### src/rtl/aes_out_fifo.sv
// AES output FIFO: buffers tagged result words for the host.
// Registered read port, occupancy count and sticky error flags.
module aes_out_fifo #(
  parameter int WIDTH     = 34,
  parameter int AW        = 4,
  parameter int AF_MARGIN = 2
) (
  input  logic             clk,
  input  logic             rst_n,
  input  logic             i_wr,
  input  logic [WIDTH-1:0] i_din,
  output logic             o_afull,
  output logic             o_full,
  input  logic             i_rd,
  output logic [WIDTH-1:0] o_dout,
  output logic             o_dvalid,
  output logic             o_empty,
  output logic [AW:0]      o_count,
  input  logic             i_clr_err,
  output logic             o_ovf,
  output logic             o_udf
);

  localparam int DEPTH = 1 << AW;
  localparam logic [AW:0] FULL_CNT = (AW+1)'(DEPTH);
  localparam logic [AW:0] AF_CNT =
    (AW+1)'(DEPTH - AF_MARGIN);

  logic [WIDTH-1:0] mem [DEPTH];
  logic [AW-1:0]    wr_ptr;
  logic [AW-1:0]    rd_ptr;
  logic [AW:0]      count;
  logic             wr_ok;
  logic             rd_ok;

  // Flags come from the registered count only
  assign o_count = count;
  assign o_full  = (count == FULL_CNT);
  assign o_empty = (count == '0);
  assign o_afull = (count >= AF_CNT);

  assign wr_ok = i_wr & ~o_full;
  assign rd_ok = i_rd & ~o_empty;

  always_ff @(posedge clk) begin
    if (rst_n && wr_ok) begin
      mem[wr_ptr] <= i_din;
    end
  end

  always_ff @(posedge clk) begin
    if (!rst_n) begin
      wr_ptr   <= '0;
      rd_ptr   <= '0;
      count    <= '0;
      o_dout   <= '0;
      o_dvalid <= 1'b0;
      o_ovf    <= 1'b0;
      o_udf    <= 1'b0;
    end else begin
      if (wr_ok) begin
        wr_ptr <= wr_ptr + 1'b1;
      end
      if (rd_ok) begin
        rd_ptr <= rd_ptr + 1'b1;
        o_dout <= mem[rd_ptr];
      end
      o_dvalid <= rd_ok;
      if (wr_ok && !rd_ok) begin
        count <= count + 1'b1;
      end else if (rd_ok && !wr_ok) begin
        count <= count - 1'b1;
      end
      // A new error in the clear cycle keeps the flag set
      o_ovf <= (i_wr & o_full) | (o_ovf & ~i_clr_err);
      o_udf <= (i_rd & o_empty) | (o_udf & ~i_clr_err);
    end
  end

endmodule

### config.mk
export PLATFORM = sky130hd
export DESIGN_NAME = aes_out_fifo
export DESIGN_NICKNAME = d
export VERILOG_FILES = /design/src/rtl/aes_out_fifo.sv
export SDC_FILE = /design/constraint.sdc
export NUM_CORES = 1
export LEC_CHECK = 0
export CAP_MARGIN = 20
export CORE_MARGIN = 4
export CORE_UTILIZATION = 53
export CTS_BUF_LIST = sky130_fd_sc_hd__clkbuf_16
export DETAILED_ROUTE_END_ITERATION = 12
export HOLD_SLACK_MARGIN = 0.03
export PLACE_DENSITY = 0.71
export SYNTH_ARGS = -nofsm -noshare
export SYNTH_HDL_FRONTEND = slang
export SYNTH_SLANG_ARGS = --single-unit
### constraint.sdc
create_clock -name clk -period 6.87 [get_ports clk]
set_input_delay 0.687 -clock clk [delete_from_list [all_inputs] [get_ports clk]]
set_output_delay 0.687 -clock clk [all_outputs]
set_load 0.05 [all_outputs]
Word-level counts from Yosys, hierarchy flattened --
Memory sizes are Yosys's and may differ from the RTL's. A register that Yosys moved wholly into a read port is not among the register bits. Index checks and enable logic that the tools add are counted.
Storage, ports and cells: flip-flop bits (word level) 16, bits of input ports 39, bits in writable memories 544, output and inout bits 45, memories kept 1, logic and storage cells 36
Cells by class: eq/ne operators 1, add/subtract/negate cells 4, mux-type cells 4, bitwise logic cells 11, reduce and logical (&&, ||, !) cells 8, $lt $le $gt $ge 1
Memories:
- mem | words 16, width 34, rd ports 1, clocked after Yosys merged registers in 1, write ports 1, line 29 | logic [WIDTH-1:0] mem [DEPTH];
Operator list (number):
- 5-bit 2-to-1 mux | 2
- 4-bit by 1-bit adder with 4-bit output, second input constant | 2
- 1-bit bitwise AND | 6
- 5-bit by 1-bit adder with 5-bit output, second input constant | 1
- 5-bit == test, second input constant | 1
- 5-bit by 4-bit >= comparator with 1-bit output, second input constant | 1
- 5-bit logical NOT | 1
- 5-bit by 1-bit subtractor with 5-bit output, second input constant | 1
- 1-bit logical AND | 3
- 1-bit logical NOT | 3
- 1-bit NOT | 3
- 1-bit 2-to-1 mux | 2
- 1-bit OR | 2
- 2-bit nonzero test | 1

Longest topological paths before layout --
Gate-level depths: netlist of run 1.
word-level depth 7, gate-level depth with buffers 11

Least setup slack after synthesis of run 1 --
Ideal clock, no wire load.
kind register to register, start point register count[0], in the netlist o_count[0], end point memory mem[15][0], enable pin, slack 3.586 ns, period minus slack after synthesis 3.284 ns, path buffers 0, arrival time 2.859 ns, cell stages (with the launch flop) 5, library setup time 0.425 ns, cells stage by stage dfxtp_1 nor4_4 a21boi_2 nand2_1 nor2_1
Between the ends: longest elaborated chain between the ends 6
RTL lines:
- start, declared | line 32 | logic [AW:0] count;
- start signal, assigned | line 70 | count <= count + 1'b1;
- start signal, assigned | line 72 | count <= count - 1'b1;
- 5-bit == test | line 38 | assign o_full = (count == FULL_CNT);
- 1-bit NOT | line 42 | assign wr_ok = i_wr & ~o_full;
- 1-bit bitwise AND | line 42
- via wr_ok | line 33 | logic wr_ok;
- 1-bit logical AND | line 46 | if (rst_n && wr_ok) begin
- 1-bit 2-to-1 mux | line 46
- 1-bit 2-to-1 mux (implied by the code) | line 47 | mem[wr_ptr] <= i_din;
- end, declared | line 29
The timed path passes the listed nets, and every way through them passes these cells.

Worst setup path in the final report of run 1 --
start point register count[0], in the netlist o_count[0], end point output port o_empty
Between the ends: longest elaborated chain between the ends 1
RTL lines:
- 5-bit logical NOT | line 39 | assign o_empty = (count == '0);
- end, declared | line 17 | output logic o_empty,
No other way between the ends.

==> results.py, run 1 <==
metrics = {
    "timing": {
        "period_share_pct": 46.9,
        "slew_headroom_pct": 32.5,
        "fmax_mhz": 310,
        "finalSetupViolations": 0,
        "skew_ps": 17.9,
        "finalHoldViolCount": 0,
        "final.min_clock_period_ps": 3220,
        "rsz0062_at_grt": "no",
        "holdWs_ps": 463,
        "fin_tns_setup_ps": 0,
        "drv_slew": 0,
        "tightest_slew_ps": 1010,
    },
    "global_route": {
        "grt_pass1_wl_um": 66700,
        "grt_overflow": 0,
        "track_usage_pct": 19.0,
        "grt_max_degree": 79,
        "grt_pass1_vias": 10759,
        "antenna_found_initial": 0,
    },
    "cts": {
        "clock_path_buffers": 3,
        "h-tree-depth": 2,
        "cts_hold_buf": 0,
        "cts_tree": "yes",
        "cts_sinks": 594,
        "cts_root_buf": "clkbuf_16",
        "post_cts_buffers": 0,
        "path_clk_slew_ps": 60,
        "cts_buffers": 57,
        "clock_latency_ps": 600,
        "post_cts_resized": 0,
    },
    "cells_and_area": {
        "final_cell_mix": "edfxtp_1 (544), mux4_2 (129), clkdlybuf4s50_1 (83)",
        "fill_cells": 2890,
        "n_antenna_cell": 0,
        "final_common_cell": "edfxtp_1",
        "final_layout_size_suffix_gt1_share_pct": 21.2,
        "synthToLayoutAreaGrowth_pct": 14.0,
        "nets": 1181,
        "utilization_pct": 61.3,
    },
    "drt": {
        "ant_nets": 0,
        "routed_wirelength_um": 43100,
        "via_per_inst": 5.97,
        "drt_iter0_markers": 966,
        "wire_per_inst_um": 25.1,
        "vias": 10249,
        "drcViolationCount": 0,
        "dr.pass1.iters": 5,
    },
    "placed_design": {
        "globalplace.congestion": 0.726,
        "portBuffers": 83,
        "place_hpwl_um": 24300,
    },
    "power_and_ir_drop": {
        "seqPwrFrac_pct": 46.9,
        "clkPwrFrac_pct": 31.3,
        "p_per_area_mw_per_mm2": 352,
        "switching_power_mw": 2.50,
        "p_comb_share_pct": 21.8,
        "ir_drop_v": 0.000237,
        "intPower_mw": 6.57,
        "power.leakage_nw": 7.93,
        "swShare_pct": 27.6,
    },
    "yosys": {
        "synthDistinctLibCells": 38,
        "syn_area_per_cell_um2": 22.1,
        "syn-cell-area_mm2": 0.0226,
        "ys_warn_count": 0,
        "synth_enable_flop_cells": 544,
        "synth_seq_cells": 594,
        "syn-instance-count": 1022,
        "async_reset_ff_share_pct": 0,
        "synth-main-ff-cell": "edfxtp_1",
        "synth_nets": 1071,
        "synth_seq_area_share_pct": 76.7,
    },
    "floorplanning": {
        "core_area_mm2": 0.0420,
        "die-area_mm2": 0.0460,
        "die_w_um": 215,
        "start_util_pct": 53.8,
        "num_io_pins": 84,
        "num_rows": 75,
        "die_y_um": 215,
    },
    "worst_setup_path": {
        "start_kind": "flop",
        "critical_path_required_ps": 6180,
        "end_kind": "primary output",
        "path_class": "reg2out",
        "critPathArrivalTime_ps": 2530,
        "crit_fanout": 6,
    },
    "min_path": {
        "hp-class": "reg2reg",
    },
    "flow_run": {
        "maxCapViolations": 0,
    },
    "status": {
        "status": "finished, final reports clean",
    },
}
[power by group through the flow]
| stage | registers (mW) | logic [mW] | clock network, mW |
|---|---|---|---|
| after floorplan | 4.50 | 1.34 | 0 |
| after global placement | 4.33 | 1.98 | 0 |
| after detailed placement | 4.33 | 2.00 | 0 |
| after CTS | 4.26 | 2.01 | 2.89 |
| after global routing | 4.28 | 2.13 | 3.07 |
| final | 4.25 | 1.98 | 2.84 |
[flip-flops by register name (all words and copies together) (netlist names)]
name,flops
o_count,5
o_ovf,1
wr_ptr,4
rd_ptr,4
mem,544
o_dvalid,1
o_dout,34
o_udf,1
[worst paths after layout]
| path | slack [ps] | endpoint | startpoint | cells after the start |
|---|---|---|---|---|
| max reg2reg | 4080 | o_dout[0] | rd_ptr[0] | 4 |
| min | 460 | o_dout[13] | o_dout[13] | 2 |
| max | 3650 | o_empty | o_count[0] | 3 |
| min reg2reg | 460 | o_dout[13] | o_dout[13] | 2 |
[layer usage]
metal	wire, um	GRT usage (%)	vias up
li1	-	-	4461
met1	18300	26.9	5435
met2	21600	31.5	284
met3	2360	3.07	69
met4	858	4.91	0
met5	0	0	-
[through the flow]
| step | area [um^2] | total power [mW] | setup WS [ps] | instances |
|---|---|---|---|---|
| final | 25800 | 9.07 | 3650 | 1716 |
| after global routing | 25800 | 9.47 | 3530 | 1716 |
| after CTS | 25700 | 9.16 | 3620 | 1714 |
| after detailed placement | 24000 | 6.34 | 3310 | 1610 |
| after global placement | 24000 | 6.31 | 3300 | 1607 |
| after floorplan | 22600 | 5.85 | 3590 | 1022 |
[final cells by class]
type                    count  area (um^2)  share of cell area, %
clock buffers              57         1430                   5.54
clock inverters            47          264                   1.02
inverters                   9         33.8                  0.131
multi-input cells         366         4960                   19.2
flip-flops and latches    594        17300                   67.3
well taps                 539          674                   2.62
repair buffers            104         1060                   4.13
[cells in the mapped netlist, drive strengths merged, types with 2 or more instances]
| master | instances | area share, % |
|---|---|---|
| buf | 41 | 1.5 |
| a21oi | 3 | 0.066 |
| a21o | 2 | 0.066 |
| mux4 | 136 | 14 |
| o221ai | 34 | 1.3 |
| o21ai | 3 | 0.066 |
| nand2 | 48 | 0.81 |
| nor2b | 3 | 0.083 |
| inv | 9 | 0.15 |
| edfxtp | 544 | 72 |
| clkbuf | 12 | 0.20 |
| ha | 9 | 0.50 |
| nand3 | 2 | 0.044 |
| xor2 | 2 | 0.078 |
| dfxtp | 50 | 4.4 |
| a21boi | 3 | 0.17 |
| mux2i | 70 | 3.1 |
| nand3b | 2 | 0.066 |
| nand4 | 2 | 0.055 |
| and2 | 12 | 0.34 |
| a22oi | 2 | 0.066 |
| nor2 | 21 | 0.35 |
| xnor2 | 7 | 0.27 |
[worst max-delay path, stage by stage (launching register included)]
cell	delay (ps)
dfxtp_1	400
or4_1	570
nor2_1	150
clkdlybuf4s50_1	840
[cells by family after synthesis]
kind of cell / Yosys count / share of synthesized area, %
adder cells (fa/ha/maj): 10 / 0.587
flip-flops: 594 / 76.7
AO/OA/AOI/OAI: 47 / 1.75
multiplexers: 206 / 16.8
buffers and inverters: 62 / 1.88
AND/OR/NAND/NOR: 94 / 1.95
XOR/XNOR: 9 / 0.349
No activity file was read; power rests on OpenSTA's default activity.
==> inputs of run 2 (changes only) <==
==> constraint.sdc (replaced) <==
create_clock -name clk -period 3 [get_ports clk]
set_input_delay 0.3 -clock clk [delete_from_list [all_inputs] [get_ports clk]]
set_output_delay 0.3 -clock clk [all_outputs]
set_load 0.05 [all_outputs]
==> run 2 against run 1 <==
  * Final cell count rose by 1.7%
  * Global-route usage rose by 0.77 points
  * Via count rose by 1.7%
  * Largest power group unchanged
==> results.py, run 2 (synthesis results as in run 1) <==
metrics = {
    "cells_and_area": {
        "final_layout_size_suffix_gt1_share_pct": 23.0,
        "stdcell_count": 1745,
        "nets": 1205,
        "largest_register_ffs": 544,
        "n_antenna_cell": 0,
        "top_register": "mem",
        "fill_cells": 2893,
        "final-seq-area_mm2": 0.0173,
        "synthToLayoutAreaGrowth_pct": 15.8,
        "final_cell_area_mm2": 0.0262,
        "final_cell_mix": "edfxtp_1 (544), mux4_2 (129), clkdlybuf4s50_1 (83)",
        "multi_input_area_mm2": 0.00496,
        "final_common_cell": "edfxtp_1",
    },
    "global_route": {
        "track_usage_pct": 19.8,
        "grt_pass1_vias": 11065,
        "grt_max_degree": 53,
        "antenna_found_initial": 0,
        "grt_pass1_wl_um": 69000,
        "grt_overflow": 0,
    },
    "timing": {
        "skew_ps": 17.6,
        "fin_ws_ps": 132,
        "rsz0062_at_grt": "no",
        "drv_slew": 0,
        "fmax_mhz": 349,
        "fin_tns_setup_ps": 0,
        "tightest_slew_ps": 626,
        "finalSetupViolations": 0,
        "finalHoldViolCount": 0,
        "final.min_clock_period_ps": 2870,
        "period_share_pct": 95.6,
        "slew_headroom_pct": 58.1,
    },
    "min_path": {
        "hold_path_depth": 4,
        "holdPathEnd": "o_udf",
        "hp-class": "in2reg",
        "min-delay-start": "i_clr_err",
    },
    "worst_setup_path": {
        "path_class": "reg2out",
        "r2r_start": "o_count[0]",
        "start_kind": "flop",
        "critPathMaxStageDelay_ps": 830,
        "rrSetupSlack_ps": 520,
        "crit_chain": "or4_1, nor2_1, clkdlybuf4s50_1",
        "critPathArrivalTime_ps": 2570,
        "r2r_end": "o_count[4]",
        "end_kind": "primary output",
        "crit_fanout": 6,
        "critPathSlowestCell": "clkdlybuf4s50_1",
        "critical_path_required_ps": 2700,
        "reg2reg_depth": 10,
    },
    "placed_design": {
        "place_area_mm2": 0.0243,
        "dpl.cell_count": 1634,
        "globalplace.congestion": 0.768,
        "place_ws_ps": 427,
        "portBuffers": 83,
        "place_hpwl_um": 24900,
    },
    "cts": {
        "cts_tree": "yes",
        "clock_latency_ps": 610,
        "cts_root_buf": "clkbuf_16",
        "h-tree-depth": 2,
        "cts_hold_buf": 0,
        "path_clk_slew_ps": 60,
        "cts_buffers": 59,
        "clock_path_buffers": 3,
        "cts_sinks": 594,
        "post_cts_resized": 0,
        "post_cts_buffers": 0,
    },
    "drt": {
        "ant_nets": 0,
        "routed_wirelength_um": 44500,
        "vias": 10420,
        "via_per_inst": 5.97,
        "dr.pass1.iters": 5,
        "wire_per_inst_um": 25.5,
        "drcViolationCount": 0,
        "drt_iter0_markers": 820,
    },
    "status": {
        "status": "finished, final reports clean",
    },
    "floorplanning": {
        "start_util_pct": 53.8,
        "die_y_um": 215,
        "die_w_um": 215,
        "num_rows": 75,
        "core_area_mm2": 0.0420,
        "num_io_pins": 84,
        "die-area_mm2": 0.0460,
    },
    "power_and_ir_drop": {
        "p_per_area_mw_per_mm2": 811,
        "p_comb_share_pct": 22.1,
        "power.leakage_nw": 8.11,
        "clkPwrFrac_pct": 32.4,
        "intPower_mw": 15.5,
        "switching_power_mw": 5.74,
        "swShare_pct": 27.0,
        "ir_drop_v": 0.000734,
        "seqPwrFrac_pct": 45.4,
    },
    "flow_run": {
        "maxCapViolations": 0,
    },
}
## run 2: how the worst max path moves through the flow
stage	start	endpoint	slack, ps
global placement	i_rd	o_count[4]	450
finish	o_count[0]	o_full	130
floorplan	o_count[0]	mem[7][0]	-280
global route	o_count[1]	o_full	30
CTS	o_count[0]	o_full	90
detailed placement	i_rd	o_count[4]	430
## run 2: power by group through the flow
stage          logic [mW]  registers, mW  clock network [mW]
6_report             4.70           9.65                6.88
5_1_grt              5.05           9.69                7.44
4_1_cts              4.80           9.65                7.05
3_5_place_dp         4.78           9.82                   0
3_3_place_gp         4.75           9.81                   0
2_1_floorplan        3.08           10.3                   0
## run 2: final cells by class
cell class | instances | area share, %
Tap cell | 539 | 2.58
Sequential cell | 594 | 66.3
Multi-Input combinational cell | 366 | 19.0
Clock inverter | 51 | 1.29
Clock buffer | 60 | 5.74
Timing Repair Buffer | 126 | 5.03
Inverter | 9 | 0.129
## run 2: critical path: cells and delay by family (launching register included)
family        cells  cell delay, ps
simple gates      2             740
flops             1             390
buf+inv           1             830
## run 2: layer usage
layer,wire (um),vias up,GRT usage (%)
met5,0,-,0
met2,22700,327,32.9
met3,2700,60,4.18
met1,18300,5509,27.3
li1,-,4524,-
met4,780,0,4.75
## run 2: stage by stage
stage	total power [mW]	utilization [%]	hold WS, ps
2_1_floorplan	13.4	-	399
3_3_place_gp	14.6	57.9	442
6_report	21.2	62.3	377
5_1_grt	22.2	62.3	419
3_5_place_dp	14.6	57.9	454
4_1_cts	21.5	62.3	344
